## src/rtl/seg_display_scheduler.sv

```systemverilog
// Round-robin time-sharing of one 8-bit seven-segment display between N_REQ producers.
// Each grant shows a latched pattern for DWELL_CYCLES, then one blank GAP cycle.
module seg_display_scheduler #(
    parameter int          N_REQ        = 4,
    parameter int          DWELL_CYCLES = 1000,
    parameter logic [7:0]  BLANK        = 8'h00
) (
    input  logic                 clk,
    input  logic                 rst,
    input  logic                 ena,
    input  logic [N_REQ-1:0]     req,
    input  logic [8*N_REQ-1:0]   seg_in,
    output logic [N_REQ-1:0]     grant,
    output logic [N_REQ-1:0]     ack,
    output logic [7:0]           seg_out,
    output logic                 busy
);

    localparam int CNT_W = (DWELL_CYCLES > 1) ? $clog2(DWELL_CYCLES) : 1;
    localparam int PTR_W = $clog2(N_REQ);

    localparam logic [CNT_W-1:0] CNT_LAST = CNT_W'(DWELL_CYCLES - 1);
    localparam logic [PTR_W:0]   N_WIDE   = (PTR_W+1)'(N_REQ);
    localparam logic [PTR_W-1:0] PTR_LAST = PTR_W'(N_REQ - 1);
    localparam logic [N_REQ-1:0] ONE_HOT0 = N_REQ'(1);

    localparam logic [1:0] ST_IDLE = 2'd0;
    localparam logic [1:0] ST_SHOW = 2'd1;
    localparam logic [1:0] ST_GAP  = 2'd2;

    logic [1:0]       state;
    logic [CNT_W-1:0] cnt;
    logic [PTR_W-1:0] ptr;
    logic [PTR_W-1:0] owner;

    logic [7:0]         slots [N_REQ];
    logic [2*N_REQ-1:0] req_rot;
    logic [PTR_W:0]     pick_sum;
    logic               pick_valid;
    logic [PTR_W-1:0]   pick;

    for (genvar g = 0; g < N_REQ; g++) begin : g_slot
        assign slots[g] = seg_in[8*g +: 8];
    end

    // Rotate so bit 0 is the pointer's requester; the lowest set bit is the winner's offset.
    always_comb begin
        // NOTE: every combinational output gets a default first so no path infers a latch.
        req_rot    = {req, req} >> ptr;
        pick_valid = 1'b0;
        pick_sum   = '0;
        for (int i = 0; i < N_REQ; i++) begin
            if (!pick_valid && req_rot[i]) begin
                pick_valid = 1'b1;
                pick_sum   = {1'b0, ptr} + (PTR_W+1)'(i);
            end
        end
        if (pick_sum >= N_WIDE) begin
            pick_sum = pick_sum - N_WIDE;
        end
        pick = pick_sum[PTR_W-1:0];
    end

    always_ff @(posedge clk or posedge rst) begin
        if (rst) begin
            // NOTE: sequential state uses non-blocking assignments so all registers update together.
            state   <= ST_IDLE;
            cnt     <= '0;
            ptr     <= '0;
            owner   <= '0;
            grant   <= '0;
            ack     <= '0;
            seg_out <= BLANK;
        end else if (ena) begin
            case (state)
                ST_IDLE: begin
                    if (pick_valid) begin
                        state   <= ST_SHOW;
                        owner   <= pick;
                        grant   <= ONE_HOT0 << pick;
                        seg_out <= slots[pick];
                        cnt     <= '0;
                        ptr     <= (pick == PTR_LAST) ? '0 : pick + 1'b1;
                    end
                end
                ST_SHOW: begin
                    // A withdrawn request aborts without ack, even on the final dwell cycle.
                    if (!req[owner]) begin
                        state   <= ST_GAP;
                        grant   <= '0;
                        seg_out <= BLANK;
                    end else if (cnt == CNT_LAST) begin
                        state   <= ST_GAP;
                        grant   <= '0;
                        ack     <= ONE_HOT0 << owner;
                        seg_out <= BLANK;
                    end else begin
                        cnt <= cnt + 1'b1;
                    end
                end
                ST_GAP: begin
                    state <= ST_IDLE;
                    ack   <= '0;
                end
                default: begin
                    state   <= ST_IDLE;
                    grant   <= '0;
                    ack     <= '0;
                    seg_out <= BLANK;
                end
            endcase
        end
    end

    assign busy = (state != ST_IDLE);

endmodule

```

## config.mk

```make
export PLATFORM = sky130hd
export DESIGN_NAME = seg_display_scheduler
export DESIGN_NICKNAME = d
export VERILOG_FILES = /design/src/rtl/seg_display_scheduler.sv
export SDC_FILE = /design/constraint.sdc
export NUM_CORES = 1
export LEC_CHECK = 0
export ABC_CLOCK_PERIOD_IN_PS = 4100
export BUFFER_PORTS_ARGS = -buffer_cell sky130_fd_sc_hd__buf_4
export CORE_MARGIN = 2
export CORE_UTILIZATION = 30
export DETAILED_ROUTE_END_ITERATION = 8
export PLACE_DENSITY = 0.54
export SYNTH_ARGS = -nofsm -noshare
export SYNTH_HDL_FRONTEND = slang
export SYNTH_SLANG_ARGS = --single-unit
```

## constraint.sdc

```tcl
create_clock -name clk -period 4.1 [get_ports clk]
set_input_delay 0.205 -clock clk [delete_from_list [all_inputs] [get_ports clk]]
set_output_delay 0.205 -clock clk [all_outputs]
set_load 0.02 [all_outputs]
```

; Word level (Yosys, flattened, before mapping)
; Index checks and enable logic that the tools add are counted.
; W data, S select, Z words.
[classes]
n_addsub = 6
magnitude_cmp = 3
n_eq_ne = 9
n_shift = 3
muxes = 34
bitwise = 3
reduce_logical = 14
[ops]
columns = cell, n
row1 = $mux W8, 5
row2 = $mux W10, 3
row3 = $pmux W8 S3, 1
row4 = $mux W4, 5
row5 = $pmux W10 S2, 1
row6 = $bmux W8 S2, 1
row7 = $mux W2, 6
row8 = $pmux W4 S3, 1
row9 = $add A10 B1 Y10 const B, 1
row10 = $eq A10 B10 Y1 const B, 1
row11 = $mux W3, 3
row12 = $ne A2 B2 Y1 const B, 4
row13 = $pmux W4 S2, 1
row14 = $reduce_and A4 Y1, 2
row15 = $shl A1 B2 Y4 const A, 2
row16 = $shr A8 B2 Y4, 1
row17 = $add A2 B2 Y3 const B, 2
row18 = $ge A3 B3 Y1 const B, 2
row19 = $reduce_and A3 Y1, 2
row20 = $mux W1, 5
row21 = $reduce_and A5 Y1, 1
row22 = $eq A2 B2 Y1 const B, 2
row23 = $pmux W2 S2, 1
row24 = $reduce_bool A2 Y1, 2
row25 = 12 further kinds, 17
[word_totals]
ff_bits = 32
in_bits = 39
out_inout_bits = 17
wordCells = 79

; Longest topological paths before layout
[depth]
ltp_word = 19
ltp_mapped = 9
ltp_nobuf = 7

; Least setup slack after synthesis
; OpenSTA, ideal clock, no wires.
[synth_timing]
path_kind = reg-to-reg
from = reg ptr[1]
to = reg grant[1]
setup_ns = 0.121
arrival_ns = 1.701
required_time_ns = 3.979
path_slack_ns = 2.278
stages_incl_launch_ff = 9
path_buffers = 2
period_less_slack_ns = 1.822
path_cell_list = dfrtp_1 mux2i_1 or2_2 buf_2 nand3_1 buf_6 inv_1 ha_1 a22o_1
[synth_via]
elab_chain_cells = 16
word_cells_on_any_way = 26
classes_between = add/sub (4) / order compare (1) / eq/ne (1) / shift (2) / mux (11) / reduce/logical (7)
[synth_lines]
columns = item, line
row1 = from (decl), 33  ; logic [PTR_W-1:0] ptr;
row2 = from (signal assigned), 83  ; ptr <= (pick == PTR_LAST) ? '0 : pick + 1'b1;
row3 = $shr A8 B2 Y4, 49  ; req_rot = {req, req} >> ptr;
row4 = $mux W1, 53  ; if (!pick_valid && req_rot[i]) begin
row5 = $logic_not A1 Y1, 53
row6 = $logic_and A1 B1 Y1, 53
row7 = $mux W1, 53
row8 = $logic_not A1 Y1, 53
row9 = $logic_and A1 B1 Y1, 53
row10 = $mux W1, 53
row11 = $logic_not A1 Y1, 53
row12 = $logic_and A1 B1 Y1, 53
row13 = $mux W3 *, 53
row14 = $ge A3 B3 Y1 / $sub A2 B1 Y2 (equally long branches), "58, 59"
row15 = $mux W2 *, 58  ; if (pick_sum >= N_WIDE) begin
row16 = named net pick_sum[0], 38  ; logic [PTR_W:0] pick_sum;
row17 = $shl A1 B2 Y4 *, 80  ; grant <= ONE_HOT0 << pick;
row18 = $mux W4 *, 77  ; if (pick_valid) begin
row19 = $pmux W4 S3 *, 75  ; case (state)
row20 = to (signal assigned), 80
row21 = to (decl), 13  ; output logic [N_REQ-1:0] grant,
; Mark *: on every way through the listed nets, which the timed path passes. The rest lies on a longest branch. The select of a mux whose other input is x is not followed.
; A chain may end at the register's enable or synchronous reset.

; Worst setup path after layout
; Ends and elaborated chain as after synthesis.

==> implementation parameters <==
Parameter                              Value

Run status
  Result of the run ... finished, final reports clean

Synthesis
  Mapped Cells ... 201
  Post-Synthesis Cell Area ... 1940 sq um
  Net count after synthesis ... 245
  Count of different cell masters after synthesis ... 45
  Async set or reset register ratio after synthesis ... 100%
  Number of flops mapped to enable cells by yosys ... 0
  Synth top area cells ... sky130_fd_sc_hd__dfrtp_1 (41%), sky130_fd_sc_hd__mux2i_1 (5.7%), sky130_fd_sc_hd__nand2_1 (4.6%)
  Post-synthesis register bit count ... 32
  Dominant register cell in the synthesized netlist ... sky130_fd_sc_hd__dfrtp_1
  Share of the synthesized area in the top cell type ... 41.3%
  Most used standard cells in the synthesized netlist ... sky130_fd_sc_hd__dfrtp_1 (32), sky130_fd_sc_hd__nand2_1 (24), sky130_fd_sc_hd__nand4_1 (14)
  Most used standard cell by instance count after synthesis ... sky130_fd_sc_hd__dfrtp_1
  Yosys warns ... 0
  Largest area contributor in the netlist ... sky130_fd_sc_hd__dfrtp_1
  Syn Area/Cell ... 9.65 sq um
  Seq/Total Area, Yosys ... 41.3%

Min path
  HP Class ... in2async

Setup path
  Worst setup EP type ... flip-flop
  Required arrival time at the worst endpoint ... 4.27 ns
  Maximum net fanout on the critical path ... 12
  Crit-path slowest cell ... sky130_fd_sc_hd__nand3_1
  Max incr delay on CP ... 0.55 ns
  Category of the most critical setup path ... reg2reg
  Critical Path, Cell by Cell ... mux2i_1, or2_2, nand3_1, inv_1, ha_1, a22o_1
  Startpoint types ... flip-flop
  Crit path max-delay family ... simple AND/OR/NAND/NOR gates
  Number of buffers and inverters on the critical path ... 1
  Arrival time at the worst endpoint ... 2.40 ns

Pwr
  Total chip power ... 0.00134 W
  Largest voltage drop on the vdd net ... 0.225 mV
  Power per unit of standard cell area ... 540 nW/um^2
  Leak pwr ... 1.16 nW

Placement
  Dpl hpwl ... 3.58 mm
  Final Wtd Congestion ... 0.813
  Count of buffers from port buffering ... 55
  Worst setup slack after placement ... 1.87 ns
  Placed cell count ... 322

STA
  Maximum achievable frequency ... 0.447 GHz
  Final Hold Viols ... 0
  Smallest hold slack ... 0.0284 ns
  Final Cycle Share ... 54.5%
  Worst clock skew on the final layout ... 0.00650 ns
  Final slew viol count ... 0
  Transition time at the pin with the least slew margin ... 0.976 ns
  Shortest clock period the worst path allows after layout ... 2.24 ns
  Unrepaired setup endpoints after global routing ... no
  Final-report setup violation count ... 0
  Max-slew headroom at the worst pin ... 34.9%
  Final Worst Setup Slack ... 1.86 ns
  Fin Setup TNS ... 0 ns

Global routing
  Sum of overflow across all layers after global routing ... 0
  Vias in the first global route ... 1667
  Antenna violations before repair ... 0
  Largest net degree at the start of global routing ... 33
  Wire length of the first global-routing pass ... 8.50 mm
  Global-route total usage across every layer ... 14.9%

Floorplan
  Die Outline Area ... 7130 sq um
  Total I/O pin count ... 56
  Initial standard-cell utilization of the core ... 30.7%
  Die Ht ... 84.4 um
  Cell row count ... 29
  Die W ... 84.4 um
  Area of the core ... 6310 sq um

Detailed routing
  Met3 WL ... 309 um
  Total wire length after detailed routing ... 4.94 mm
  DRC ... 0
  Highest signal layer in the routed design ... met4
  Routed via count divided by cell count ... 5.20
  Residual antenna-violating net count after detailed routing ... 0
  Wl on met1 ... 2.32 mm
  Wire length on met2 ... 2.24 mm
  Mean routed wirelength per cell ... 15.0 um
  Vias ... 1712
  Detailed Routing Iterations Pass 1 ... 4
  Violation count after the first detailed-route iteration ... 112

Clock tree
  Number of buffers added by the clock tree synthesis step ... 5
  CTS max path bufs ... 2
  CTS clock-pin slew for the worst setup and hold paths ... 0.06 ns
  Source-to-sink clock delay at the later pin of the worst-skew pair ... 0.28 ns
  CTS tree ... built
  CTS H-tree depth ... 2
  Post-cts sizing count ... 0
  Setup fix buffers added after clock tree synthesis ... 0
  Cell chosen for the clock root ... sky130_fd_sc_hd__clkbuf_8
  Clock sink count ... 32
  Total of hold buffers inserted after clock tree synthesis ... 0

Finish
  Number of nets in the final layout ... 296
  Share of layout cells above drive strength 1 ... 29.8%
  Post-Layout Cell Count ... 329
  Antenna diode instance count ... 0
  Area growth from synthesis to layout ... 28.2%

Job
  Max cap viols ... 0
-- registers in the layout, indices dropped and copies added (netlist names) --
signal and count:
ack 4, cnt 10, grant 4, owner 2, ptr 2, seg_out 8, state 2
-- worst paths after layout --
check	endpoint	cells past startpoint	from	slack, ns
worst min register to register	ack[1]	1	ack[1]	0.50
min in group clk	seg_out[7]	3	seg_in[31]	0.24
worst max-delay path	grant[1]	6	ptr[1]	1.86
max in group asynchronous	ack[2]	3	rst	3.76
worst min-delay path	cnt[4]	3	rst	0.03
worst max register to register	grant[1]	6	ptr[1]	1.86
-- metrics by stage --
stage | instance area [sq um] | util (%)
floorplan | 1940 | -
global placement | 2390 | 37.9
detailed placement | 2390 | 37.9
CTS | 2490 | 39.4
global route | 2490 | 39.4
finish | 2490 | 39.4
-- cell families (layout without fill, tap and decap cells) --
| group | Yosys count | count (layout) | share of synthesized area, % |
|---|---|---|---|
| AOI/OAI and AO/OA | 54 | 54 | 20.8 |
| xor gates and xnor gates | 4 | 4 | 1.81 |
| adders and majority gates | 5 | 5 | 3.22 |
| buffers and inverters | 19 | 70 | 4.90 |
| DFF | 32 | 32 | 41.3 |
| muxes | 13 | 13 | 7.41 |
| and+or+nand+nor | 74 | 74 | 20.6 |
-- power breakdown --
group / internal (W) / switching [W] / leakage [nW]
registers: 0.000401 / 0.0000826 / 0.425
clock network: 0.000149 / 0.000113 / 0.0503
logic: 0.000261 / 0.000337 / 0.682
total: 0.000812 / 0.000532 / 1.16
-- worst reg2reg max path: cells and delay by family, from the launching register on --
family	cells	cell delay, ns
and+or+nand+nor	2	0.91
muxes	1	0.15
buffers and inverters	1	0.18
adders and majority gates	1	0.24
AOI/OAI and AO/OA	1	0.20
DFF	1	0.44
-- cell usage in the layout, fill, tap and decap left out, drive strengths merged, types with 2 or more instances in the layout --
cell type / instances
nor3: 6
or2: 3
a32o: 2
ha: 5
nand4: 14
o21ai: 7
nand2: 24
buf: 57
a22o: 4
nand2b: 3
o2bb2ai: 2
and2: 2
a211o: 8
xor2: 4
nor2: 9
inv: 6
nand3: 3
or3: 4
a21oi: 7
clkbuf: 7
o211ai: 8
dfrtp: 32
a21o: 2
mux2i: 11
o31ai: 8
-- routing by layer --
metal  up-vias  track usage [%]
met1       794             21.4
li1        854                -
met5         -                0
met3         8             4.52
met4         0             3.90
met2        56             22.1
-- cell type report --
| type | instances | area, sq um |
|---|---|---|
| multi-input cells | 150 | 1040 |
| flip-flops and latches | 32 | 801 |
| inverters | 6 | 22.5 |
| fillers | 668 | 3820 |
| repair buffers | 57 | 428 |
| clock buffers | 7 | 96.3 |
| well taps | 77 | 96.3 |
Note: power is estimated with default switching activity, not from simulation.
